`src/rtl/eeprom_pkg.sv`:
```
`default_nettype none
// +----------------------------------------------------------------------+
// | eeprom_pkg: state encoding and constants shared by the EEPROM        |
// | read/write controllers.                          Revision: 1.0       |
// +----------------------------------------------------------------------+
package eeprom_pkg;

  typedef enum logic [2:0] {
    IDLE        = 3'd0,
    START       = 3'd1,
    ADDR_HI     = 3'd2,
    ADDR_LO     = 3'd3,
    DATA        = 3'd4,
    WAIT_STOP   = 3'd5,
    WRITE_CYCLE = 3'd6
  } eeprom_state_t;

  localparam logic READ       = 1'b1;
  localparam logic WRITE      = 1'b0;
  localparam int   ADDR_BYTES = 2;

  function automatic logic [7:0] min8(input logic [7:0] a, input logic [7:0] b);
    return (a < b) ? a : b;
  endfunction

endpackage
`default_nettype wire

```
`src/rtl/write_eeprom_if.sv`:
```
`default_nettype none
// +----------------------------------------------------------------------+
// | write_eeprom_if: byte-engine bus between the EEPROM write controller |
// | and i2c_master.                                  Revision: 1.0       |
// +----------------------------------------------------------------------+
interface write_eeprom_if;
  logic [6:0] i2c_slave_addr;
  logic       i2c_rw;
  logic [7:0] i2c_write_data;
  logic [7:0] i2c_nbytes;
  logic       i2c_start;
  logic       i2c_tx_data_req;
  logic       i2c_busy;

  modport master (
    output i2c_slave_addr, i2c_rw, i2c_write_data, i2c_nbytes, i2c_start,
    input  i2c_tx_data_req, i2c_busy
  );

  modport slave (
    input  i2c_slave_addr, i2c_rw, i2c_write_data, i2c_nbytes, i2c_start,
    output i2c_tx_data_req, i2c_busy
  );
endinterface
`default_nettype wire

```
`src/rtl/eeprom_page_splitter.sv`:
```
`default_nettype none
// +----------------------------------------------------------------------+
// | eeprom_page_splitter: holds the running address/byte count and       |
// | yields the next page-bounded chunk.              Revision: 1.0       |
// +----------------------------------------------------------------------+
module eeprom_page_splitter
  import eeprom_pkg::*;
#(
  parameter int PAGE_SIZE = 64
) (
  input  wire logic        clk,
  input  wire logic        reset,
  input  wire logic        load,
  input  wire logic [15:0] load_addr,
  input  wire logic [7:0]  load_count,
  input  wire logic        advance,
  output logic      [15:0] addr,
  output logic      [7:0]  remaining,
  output logic      [7:0]  chunk
);

  localparam logic [7:0] c_page_size = 8'(PAGE_SIZE);
  localparam logic [7:0] c_page_mask = c_page_size - 8'd1;

  logic [15:0] r_addr;
  logic [7:0]  r_remaining;
  logic [7:0]  w_offset;
  logic [7:0]  w_space;
  logic [7:0]  w_chunk;

  // Bytes left before the page boundary; never zero since offset < PAGE_SIZE
  assign w_offset = r_addr[7:0] & c_page_mask;
  assign w_space  = c_page_size - w_offset;
  assign w_chunk  = min8(r_remaining, w_space);

  always_ff @(posedge clk or negedge reset) begin
    if (!reset) begin
      r_addr      <= 16'h0000;
      r_remaining <= 8'h00;
    end else if (load) begin
      r_addr      <= load_addr;
      r_remaining <= load_count;
    end else if (advance) begin
      r_addr      <= r_addr + {8'h00, w_chunk};
      r_remaining <= r_remaining - w_chunk;
    end
  end

  assign addr      = r_addr;
  assign remaining = r_remaining;
  assign chunk     = w_chunk;

endmodule
`default_nettype wire

```
`src/rtl/write_eeprom.sv`:
```
`default_nettype none
// +----------------------------------------------------------------------+
// | write_eeprom: page-split block writes to an I2C EEPROM through the   |
// | i2c_master byte engine.                          Revision: 1.0       |
// +----------------------------------------------------------------------+
module write_eeprom
  import eeprom_pkg::*;
#(
  parameter int PAGE_SIZE   = 64,
  parameter int T_WR_CYCLES = 250000
) (
  input  wire logic        clk,
  input  wire logic        reset,
  input  wire logic [6:0]  slave_addr_w,
  input  wire logic [15:0] mem_addr_w,
  input  wire logic [7:0]  write_nbytes_w,
  input  wire logic        start,
  input  wire logic [7:0]  data_in,
  input  wire logic        data_in_valid,
  output logic             data_in_ready,
  output logic             busy,
  output logic             done,
  output logic             underrun,
  write_eeprom_if.master   i2c
);

  localparam int c_timer_w = $clog2(T_WR_CYCLES + 1);

  eeprom_state_t        r_state;
  logic [6:0]           r_slave_addr;
  logic [7:0]           r_nbytes;
  logic [7:0]           r_fetched;
  logic [7:0]           r_sent;
  logic                 r_buf_full;
  logic [7:0]           r_buf_data;
  logic                 r_req_wait;
  logic [c_timer_w-1:0] r_timer;
  logic                 r_done;
  logic                 r_underrun;
  logic [6:0]           r_i2c_slave_addr;
  logic [7:0]           r_i2c_data;
  logic [7:0]           r_i2c_nbytes;
  logic                 r_i2c_start;

  logic [15:0]          w_addr;
  logic [7:0]           w_remaining;
  logic [7:0]           w_chunk;
  logic                 w_req_rise;
  logic                 w_load;
  logic                 w_last;
  logic                 w_advance;
  logic                 w_ready;
  logic                 w_accept;

  assign w_req_rise = i2c.i2c_tx_data_req && !r_req_wait;
  assign w_load     = (r_state == IDLE) && start && (write_nbytes_w != 8'd0);
  assign w_last     = (r_sent == w_chunk - 8'd1);
  assign w_advance  = (r_state == DATA) && w_req_rise && w_last;
  assign w_ready    = (r_state != IDLE) && !r_buf_full && (r_fetched < r_nbytes);
  assign w_accept   = data_in_valid && w_ready;

  eeprom_page_splitter #(
    .PAGE_SIZE (PAGE_SIZE)
  ) u_splitter (
    .clk        (clk),
    .reset      (reset),
    .load       (w_load),
    .load_addr  (mem_addr_w),
    .load_count (write_nbytes_w),
    .advance    (w_advance),
    .addr       (w_addr),
    .remaining  (w_remaining),
    .chunk      (w_chunk)
  );

  always_ff @(posedge clk or negedge reset) begin
    if (!reset) begin
      r_state          <= IDLE;
      r_slave_addr     <= 7'h00;
      r_nbytes         <= 8'h00;
      r_fetched        <= 8'h00;
      r_sent           <= 8'h00;
      r_buf_full       <= 1'b0;
      r_buf_data       <= 8'h00;
      r_req_wait       <= 1'b0;
      r_timer          <= '0;
      r_done           <= 1'b0;
      r_underrun       <= 1'b0;
      r_i2c_slave_addr <= 7'h00;
      r_i2c_data       <= 8'h00;
      r_i2c_nbytes     <= 8'h00;
      r_i2c_start      <= 1'b0;
    end else begin
      r_done <= 1'b0;
      if (!i2c.i2c_tx_data_req) begin
        r_req_wait <= 1'b0;
      end
      // Buffer cannot fill and drain in one cycle: ready implies empty
      if (w_accept) begin
        r_buf_data <= data_in;
        r_buf_full <= 1'b1;
        r_fetched  <= r_fetched + 8'd1;
      end

      case (r_state)
        IDLE: begin
          if (start) begin
            r_underrun <= 1'b0;
            if (write_nbytes_w == 8'd0) begin
              r_done <= 1'b1;
            end else begin
              r_slave_addr <= slave_addr_w;
              r_nbytes     <= write_nbytes_w;
              r_fetched    <= 8'h00;
              r_buf_full   <= 1'b0;
              r_state      <= START;
            end
          end
        end

        START: begin
          r_i2c_slave_addr <= r_slave_addr;
          r_i2c_nbytes     <= w_chunk + 8'(ADDR_BYTES);
          r_i2c_start      <= 1'b1;
          r_sent           <= 8'h00;
          r_state          <= ADDR_HI;
        end

        ADDR_HI: begin
          if (w_req_rise) begin
            r_req_wait <= 1'b1;
            r_i2c_data <= w_addr[15:8];
            r_state    <= ADDR_LO;
          end
        end

        ADDR_LO: begin
          if (w_req_rise) begin
            r_req_wait <= 1'b1;
            r_i2c_data <= w_addr[7:0];
            r_state    <= DATA;
          end
        end

        DATA: begin
          if (w_req_rise) begin
            r_req_wait <= 1'b1;
            if (r_buf_full) begin
              r_i2c_data <= r_buf_data;
              r_buf_full <= 1'b0;
            end else begin
              // No stall path in the master: send filler and flag it
              r_i2c_data <= 8'hFF;
              r_underrun <= 1'b1;
            end
            if (w_last) begin
              r_i2c_start <= 1'b0;
              r_state     <= WAIT_STOP;
            end else begin
              r_sent <= r_sent + 8'd1;
            end
          end
        end

        WAIT_STOP: begin
          if (!i2c.i2c_busy) begin
            r_timer <= c_timer_w'(T_WR_CYCLES);
            r_state <= WRITE_CYCLE;
          end
        end

        WRITE_CYCLE: begin
          if (r_timer == '0) begin
            if (w_remaining != 8'd0) begin
              r_state <= START;
            end else begin
              r_done  <= 1'b1;
              r_state <= IDLE;
            end
          end else begin
            r_timer <= r_timer - c_timer_w'(1);
          end
        end

        default: r_state <= IDLE;
      endcase
    end
  end

  assign data_in_ready      = w_ready;
  assign busy               = (r_state != IDLE);
  assign done               = r_done;
  assign underrun           = r_underrun;
  assign i2c.i2c_slave_addr = r_i2c_slave_addr;
  assign i2c.i2c_rw         = WRITE;
  assign i2c.i2c_write_data = r_i2c_data;
  assign i2c.i2c_nbytes     = r_i2c_nbytes;
  assign i2c.i2c_start      = r_i2c_start;

endmodule
`default_nettype wire
```
`src/flat_wrapper.sv`:
```
// flat-port wrapper written by rule: the top's interface ports become plain ports
module write_eeprom_flat import eeprom_pkg::*;
#(
  parameter int PAGE_SIZE   = 64,
  parameter int T_WR_CYCLES = 250000
)
  (clk, reset, slave_addr_w, mem_addr_w, write_nbytes_w, start, data_in, data_in_valid, data_in_ready, busy, done, underrun, i2c_i2c_slave_addr, i2c_i2c_rw, i2c_i2c_write_data, i2c_i2c_nbytes, i2c_i2c_start, i2c_i2c_tx_data_req, i2c_i2c_busy);
  write_eeprom_if i2c_i ();
  input  wire logic clk;
  input  wire logic reset;
  input  wire logic [6:0] slave_addr_w;
  input  wire logic [15:0] mem_addr_w;
  input  wire logic [7:0] write_nbytes_w;
  input  wire logic start;
  input  wire logic [7:0] data_in;
  input  wire logic data_in_valid;
  output logic data_in_ready;
  output logic busy;
  output logic done;
  output logic underrun;
  output wire logic [$bits(i2c_i.i2c_slave_addr)-1:0] i2c_i2c_slave_addr;
  output wire logic [$bits(i2c_i.i2c_rw)-1:0] i2c_i2c_rw;
  output wire logic [$bits(i2c_i.i2c_write_data)-1:0] i2c_i2c_write_data;
  output wire logic [$bits(i2c_i.i2c_nbytes)-1:0] i2c_i2c_nbytes;
  output wire logic [$bits(i2c_i.i2c_start)-1:0] i2c_i2c_start;
  input wire logic [$bits(i2c_i.i2c_tx_data_req)-1:0] i2c_i2c_tx_data_req;
  input wire logic [$bits(i2c_i.i2c_busy)-1:0] i2c_i2c_busy;
  assign i2c_i2c_slave_addr = i2c_i.i2c_slave_addr;
  assign i2c_i2c_rw = i2c_i.i2c_rw;
  assign i2c_i2c_write_data = i2c_i.i2c_write_data;
  assign i2c_i2c_nbytes = i2c_i.i2c_nbytes;
  assign i2c_i2c_start = i2c_i.i2c_start;
  assign i2c_i.i2c_tx_data_req = i2c_i2c_tx_data_req;
  assign i2c_i.i2c_busy = i2c_i2c_busy;
  write_eeprom #(.PAGE_SIZE(PAGE_SIZE), .T_WR_CYCLES(T_WR_CYCLES)) u_core (.clk(clk), .reset(reset), .slave_addr_w(slave_addr_w), .mem_addr_w(mem_addr_w), .write_nbytes_w(write_nbytes_w), .start(start), .data_in(data_in), .data_in_valid(data_in_valid), .data_in_ready(data_in_ready), .busy(busy), .done(done), .underrun(underrun), .i2c(i2c_i));
endmodule
```
`config.mk`:
```
export PLATFORM = sky130hd
export DESIGN_NAME = write_eeprom_flat
export DESIGN_NICKNAME = d
export VERILOG_FILES = /design/src/rtl/eeprom_pkg.sv /design/src/rtl/write_eeprom_if.sv /design/src/rtl/eeprom_page_splitter.sv /design/src/rtl/write_eeprom.sv /design/src/flat_wrapper.sv
export SDC_FILE = /design/constraint.sdc
export NUM_CORES = 1
export LEC_CHECK = 0
export CAP_MARGIN = 20
export CORE_MARGIN = 2
export CORE_UTILIZATION = 45
export DETAILED_ROUTE_END_ITERATION = 7
export GPL_ROUTABILITY_DRIVEN = 0
export PLACE_DENSITY = 0.76
export SYNTH_ARGS = -nofsm -noshare
export SYNTH_HDL_FRONTEND = slang
export SYNTH_SLANG_ARGS = --single-unit
```
`constraint.sdc`:
```
create_clock -name clk -period 8.7 [get_ports clk]
set_input_delay 0.87 -clock clk [delete_from_list [all_inputs] [get_ports clk]]
set_output_delay 0.87 -clock clk [all_outputs]
set_load 0.05 [all_outputs]
```
# Word level (Yosys, flattened, before mapping)
# Index checks and enable logic that the tools add are counted.
[totals] register_bits=112 inputBits=45 output_inout_bits=29
[op_classes] add_sub_neg=8 order_cmp=2 n_eq_ne=18 n_mux=51 bitwise=1 reduce_logical=29
[ops] operator="$mux W8" n=13
[ops] operator="$mux W18" n=2
[ops] operator="$pmux W18 S2" n=1
[ops] operator="$mux W16" n=2
[ops] operator="$mux W3" n=8
[ops] operator="$pmux W8 S3" n=1
[ops] operator="$pmux W3 S7" n=1
[ops] operator="$logic_not A18 Y1" n=1
[ops] operator="$mux W1" n=18
[ops] operator="$sub A18 B1 Y18 const B" n=1
[ops] operator="$add A16 B8 Y16" n=1
[ops] operator="$add A8 B1 Y8 const B" n=2
[ops] operator="$lt A8 B8 Y1" n=2
[ops] operator="$pmux W8 S2" n=1
[ops] operator="$reduce_bool A8 Y1" n=2
[ops] operator="$ne A2 B2 Y1 const B" n=6
[ops] operator="$reduce_and A3 Y1" n=4
[ops] operator="$ne A2 B1 Y1 const B" n=5
[ops] operator="$eq A3 B3 Y1 const B" n=3
[ops] operator="$add A8 B2 Y8 const B" n=1
[ops] operator="$eq A8 B8 Y1" n=1
[ops] operator="$logic_and A1 B1 Y1" n=8
[ops] operator="$logic_not A8 Y1" n=1
[ops] operator="$pmux W1 S2" n=4
[ops] operator="13 further kinds" n=20

# Logic depth before layout (Yosys ltp)
[depth] depth_word=8 depth_mapped=25 depth_no_buf=23

# Hierarchy
# A second synthesis with hierarchy kept.
[hier_totals] hier_cells=771 hier_area_um2=6864.1
[by_module_without_submodules] module="write_eeprom" n_inst=1 cells_each=514 area_per_inst_um2=4591.9
[by_module_without_submodules] module="eeprom_page_splitter" n_inst=1 cells_each=257 area_per_inst_um2=2272.2

# Least setup slack after synthesis
# OpenSTA, ideal clock, no wires.
[synth_timing] path_kind="register to register" from="register u_core.u_splitter.r_addr[0], in the netlist u_core.u_splitter.addr[0]" to="register u_core.u_splitter.r_addr[15], in the netlist u_core.u_splitter.addr[15]" t_arrival_ns=4.841 path_slack_ns=3.739 path_stages_with_launch=23 period_less_slack_ns=4.961 path_cell_list="dfrtp_1 -> inv_1 -> ha_1 -> xor2_1 -> ha_1 -> o21ai_0 -> a31oi_1 -> o31ai_4 -> a21oi_1 -> nor2_4 -> o21ai_0 -> inv_1 -> ha_1 -> and3_1 -> a21oi_1 -> nand3_1 -> a2111oi_2 -> a31oi_1 -> a31oi_1 -> buf_6 -> nand3_4 -> or3_1 -> o211a_1"
[synth_between] elab_chain_len=7 elab_cells_between_ends=10
[synth_lines] element="start: declaration" line="eeprom_page_splitter.sv:25" text="logic [15:0] r_addr;"
[synth_lines] element="start signal: assignment" line="eeprom_page_splitter.sv:41" text="r_addr <= load_addr;"
[synth_lines] element="start signal: assignment" line="eeprom_page_splitter.sv:44" text="r_addr <= r_addr + {8'h00, w_chunk};"
[synth_lines] element="$sub A7 B6 Y8" line="eeprom_page_splitter.sv:33" text="assign w_space = c_page_size - w_offset;"
[synth_lines] element="$lt A8 B8 Y1" line="eeprom_pkg.sv:23" text="return (a < b) ? a : b;"
[synth_lines] element="$mux W8" line="eeprom_pkg.sv:23"
[synth_lines] element="$sub A8 B1 Y8" line="write_eeprom.sv:57" text="assign w_last = (r_sent == w_chunk - 8'd1);"
[synth_lines] element="$eq A8 B8 Y1" line="write_eeprom.sv:57"
[synth_lines] element="$logic_and A1 B1 Y1" line="write_eeprom.sv:58" text="assign w_advance = (r_state == DATA) && w_req_rise && w_last;"
[synth_lines] element="$reduce_bool A2 Y1 (no line)"
# Several ways; a longest one is shown, not always the timed one. The select of a mux whose other input is x is not followed.
# A chain may end at the register's enable or synchronous reset.

# Worst setup path in the final report
[layout_timing] from="register u_core.u_splitter.r_addr[0], in the netlist u_core.u_splitter.addr[0]" to="register u_core.u_splitter.r_remaining[6], in the netlist u_core.u_splitter.remaining[6]"
[layout_between] elab_chain_len=7 elab_cells_between_ends=10
[layout_lines] element="$sub A7 B6 Y8 (*)" line="eeprom_page_splitter.sv:33"
[layout_lines] element="$lt A8 B8 Y1" line="eeprom_pkg.sv:23"
[layout_lines] element="$mux W8 (*)" line="eeprom_pkg.sv:23"
[layout_lines] element="$sub A8 B1 Y8" line="write_eeprom.sv:57"
[layout_lines] element="$eq A8 B8 Y1" line="write_eeprom.sv:57"
[layout_lines] element="$logic_and A1 B1 Y1" line="write_eeprom.sv:58"
[layout_lines] element="$reduce_bool A2 Y1 (no line)"
[layout_lines] element="end signal: assignment" line="eeprom_page_splitter.sv:42" text="r_remaining <= load_count;"
[layout_lines] element="end signal: assignment" line="eeprom_page_splitter.sv:45" text="r_remaining <= r_remaining - w_chunk;"
[layout_lines] element="end: declaration" line="eeprom_page_splitter.sv:26" text="logic [7:0] r_remaining;"
# Mark *: on every way between the ends. The rest lies on a longest branch, timed or not. The select of a mux whose other input is x is not followed.

==> metrics.sh <==
CLOCK_TREE_FROM_TRITONCTS='yes'
GROUTE.USAGE.OVERALL_PCT=22.2
INITIAL_ANTENNA_VIOLATION_COUNT=0
HTREE_NUM_LEVELS=3
YOSYSWARNINGS=0
SYNTH_CELL_TYPE_COUNT=79
CTS.REPAIR_TIMING.SETUP_BUFFER_COUNT=0
ANTENNA_LEFT=0
FINISH.NET_COUNT=936
DR_TOTAL_VIAS=6072
CRITICAL_PATH_PEAK_FANOUT=29
POST-SYNTH-TOP-COUNT-CELL='nand2_1'
ROUTE.DETAILED.DRC=0
DP_HPWL_UM=13000
CP-STARTPOINT='u_core.u_splitter.addr[0]'
DIE_AREA_UM2=16600
GRT-OVFL-TOTAL=0
SYNTH_AREA_UM2=7030
DRT_PASS1_ITERATIONS=5
WORST_PIN_SLEW_PS=1040
KIND_OF_CELL_ADDING_THE_MOST_DELAY_TO_THE_CRITICAL_PATH='compound AO/OA/AOI/OAI gates'
CRITICAL_PATH.CELL_CHAIN='inv_1, ha_1, nor3b_2, nand2_1, ha_1, o31a_1, nand2_2, a21oi_1, nor2_4, o21ai_0, inv_1, ha_1, and3_1, a21oi_1, nand3_1, a2111oi_2, a31oi_1, a31oi_1, buf_4, and3_1, nor2_1, a221o_1'
POST_SYNTH_AND_OR_NAND_NOR_AREA_FRACTION_PCT=22.6
CTS.REPAIR.RESIZED=0
SLOWEST_DELAY_PS=880
TOTALNEGATIVESETUPSLACK_PS=0
YS_FF_LATCH=112
SYNTHTOPCELLSBYCOUNT='nand2_1 (146), dfrtp_1 (112), nor2_1 (57), o21ai_0 (54), inv_1 (37)'
STARTPOINT_TYPE='register'
BUFFER_PORTS.INSERTED=72
MAXCAPVIOLCOUNT=0
INITIAL_CORE_UTIL_PCT=46.1
SYNTH_ASYNC_SR_FLOP_SHARE_PCT=100
LARGEST_FAMILY_OF_LOGIC_CELLS_BY_SYNTHESIZED_AREA='simple AND/OR/NAND/NOR gates'
FMAXACHIEVABLE_GHz=0.147
SYNTH_AREA_PER_CELL_UM2=8.76
SYNTH_COMPOUND_GATE_AREA_SHARE_PCT=20.4
DIE-HEIGHT_UM=129
SYNTH_SEQ_AREA_SHARE_PCT=39.9
HP-CLASS='reg -> reg'
MULTI_INPUT_AREA_UM2=3910
VIAS_IN_THE_FIRST_GLOBAL_ROUTE=5858
GRT_SETUP_UNREPAIRED='no'
TIMING.RR.START='u_core.u_splitter.addr[0]'
CRITICAL_PATH_CLASS='reg -> reg'
FP.DIEW_UM=129
CTS.SINK_COUNT=112
AVGVIACOUNTPERCELL=5.66
NUM_IO_PINS=74
WORST_EP_ARRIVAL_TIME_PS=7020
DRT_FIRST_ITER_VIOLATIONS=411
TIMING.MAX_SLEW.REL_SLACK_PCT=30.7
CP_SLOWEST_CELL='and3_1'
POST_SYNTH_FA_HA_MAJ_AREA_FRACTION_PCT=6.44
SHARE_OF_SYNTHESIZED_AREA_SPENT_ON_MULTIPLEXERS_PCT=1.35
ROUTE.FINAL.WIRE_LENGTH_UM=17500
SYNTH.LARGEST_AREA_CELL='dfrtp_1'
SYNTH-EDFF-COUNT=0
FIN_SKEW_PS=8.79
CLKLATENCYLATEPIN_PS=360
AREA_GROWTH_PCT=16.6
FINAL-HOLD-VIOLATION-COUNT=0
FLOORPLAN.CORE_AREA_UM2=15300
SYNTH_XOR_XNOR_AREA_SHARE_PCT=4.47
ANTENNADIODECOUNT=0
OUTCOME='complete, no violations'
TIMING.HOLD.WORST.START='u_core.i2c.i2c_slave_addr[2]'
FIRST_PASS_GRT_WIRE_LENGTH_UM=29200
POST_DRT_WL_PER_CELL_UM=16.3
CLOCK_PATH_BUFFERS=2
SYNTHESIS.INSTANCES=803
TIMING.CRITICAL_PATH.MODE_CELL='ha_1'
INSERTED_CLOCK_BUFFERS=9
FINALWORSTPATHREQUIREDPERIOD_PS=6780
SYNTH_TOP_CELLS_BY_AREA='dfrtp_1 (40%), nand2_1 (7.8%), ha_1 (5.9%), o21ai_0 (3.8%), xnor2_1 (3.1%)'
FINALMAXSLEWVIOLATIONS=0
FINAL-SETUP-VIOL-COUNT=0
FILLCELLCOUNT=1458
CLK_PIN_SLEW_WORST_PATHS_PS=80
DRIVE_ABOVE_1_SHARE_PCT=7.20
CP.BUFFERS_INVERTERS=3
YOSYS_MOST_USED_DFF='dfrtp_1'
SEQUENTIAL_CELL_AREA_UM2=2800
CTS_ROOT_BUFFER='clkbuf_16'
HOLDBUFCOUNTCTS=0
GRT_START_MAX_NET_PINS=58
WORST_EP_REQUIRED_TIME_PS=8940
ROWS=45
ELEMENT_TYPE_AT_THE_CRITICAL_PATH_END='register'
FINAL_WORST_PATH_CYCLE_SHARE_PCT=77.9
YOSYS.AREA.TOP_TYPE_SHARE_PCT=39.9
cell type report:
class / count / area share (%)
well taps: 211 / 3.22
multi-input cells: 615 / 47.7
clock inverters: 6 / 0.946
flip-flops and latches: 112 / 34.2
inverters: 39 / 1.78
repair buffers: 79 / 9.44
clock buffers: 10 / 2.79
layer usage:
layer  GRT usage (%)  vias to the layer above  part of all wire (%)
met5               0                        -                     0
met2            34.4                      168                    45
met4            7.48                        0                   2.0
li1                -                     2953                     -
met1            31.7                     2924                    47
met3            3.80                       27                   5.6
placed cells by master, fill, tap and decap left out, drive strengths merged, types with 14 or more instances in the layout:
cell	instances
nor3	21
and3	14
nor2	59
nand3	27
a31oi	16
a21oi	33
xnor2	25
o21ai	57
a21o	20
dfrtp	112
nand2	148
inv	41
ha	33
clkdlybuf4s50	71
registers in the layout, summed over array words and instances, names as in the netlist:
| signal | flops |
|---|---|
| u_core.r_timer | 18 |
| u_core.i2c.i2c_nbytes | 8 |
| u_core.r_state | 3 |
| u_core.r_sent | 8 |
| u_core.i2c.i2c_write_data | 8 |
| u_core.i2c.i2c_slave_addr | 7 |
| u_core.u_splitter.remaining | 8 |
| u_core.r_buf_full | 1 |
| u_core.r_buf_data | 8 |
| u_core.done | 1 |
| u_core.u_splitter.addr | 16 |
| u_core.underrun | 1 |
| u_core.r_nbytes | 8 |
| u_core.r_req_wait | 1 |
| u_core.i2c.i2c_start | 1 |
| u_core.r_slave_addr | 7 |
| u_core.r_fetched | 8 |
cell families after synthesis:
kind of cell    Yosys count
compound gates          203
xor+xnor                 35
fa+ha+maj                35
buf+inv                  77
flops                   112
mux                       9
other cells               1
simple gates            331
metrics by stage:
step | hold slack (ps) | instances | util (%) | setup WS [ps] | area [um^2]
after floorplan | 439 | 804 | - | 3740 | 7040
after global placement | 450 | 1055 | 51.7 | 2280 | 7890
after detailed placement | 455 | 1055 | 51.7 | 2060 | 7890
after CTS | 472 | 1071 | 53.7 | 2000 | 8190
after global routing | 502 | 1072 | 53.8 | 1330 | 8200
final | 473 | 1072 | 53.8 | 1920 | 8200
worst paths after layout:
kind,cells past startpoint,slack [ps],to
max,22,1920,u_core.u_splitter.remaining[6]
min,2,470,u_core.i2c.i2c_slave_addr[2]
max reg2reg,22,1920,u_core.u_splitter.remaining[6]
min reg2reg,2,470,u_core.i2c.i2c_slave_addr[2]
max in group asynchronous,2,6950,u_core.u_splitter.addr[3]
min in group asynchronous,1,570,u_core.r_slave_addr[2]
worst min-delay path, stage by stage (launching register included):
cell     delay, ps
dfrtp_1        340
nand2_1         50
nand2_1         50
Power is left out: the tool's default activity adds up to more than one toggle a clock period on the data nets, which glitch-free logic cannot reach.
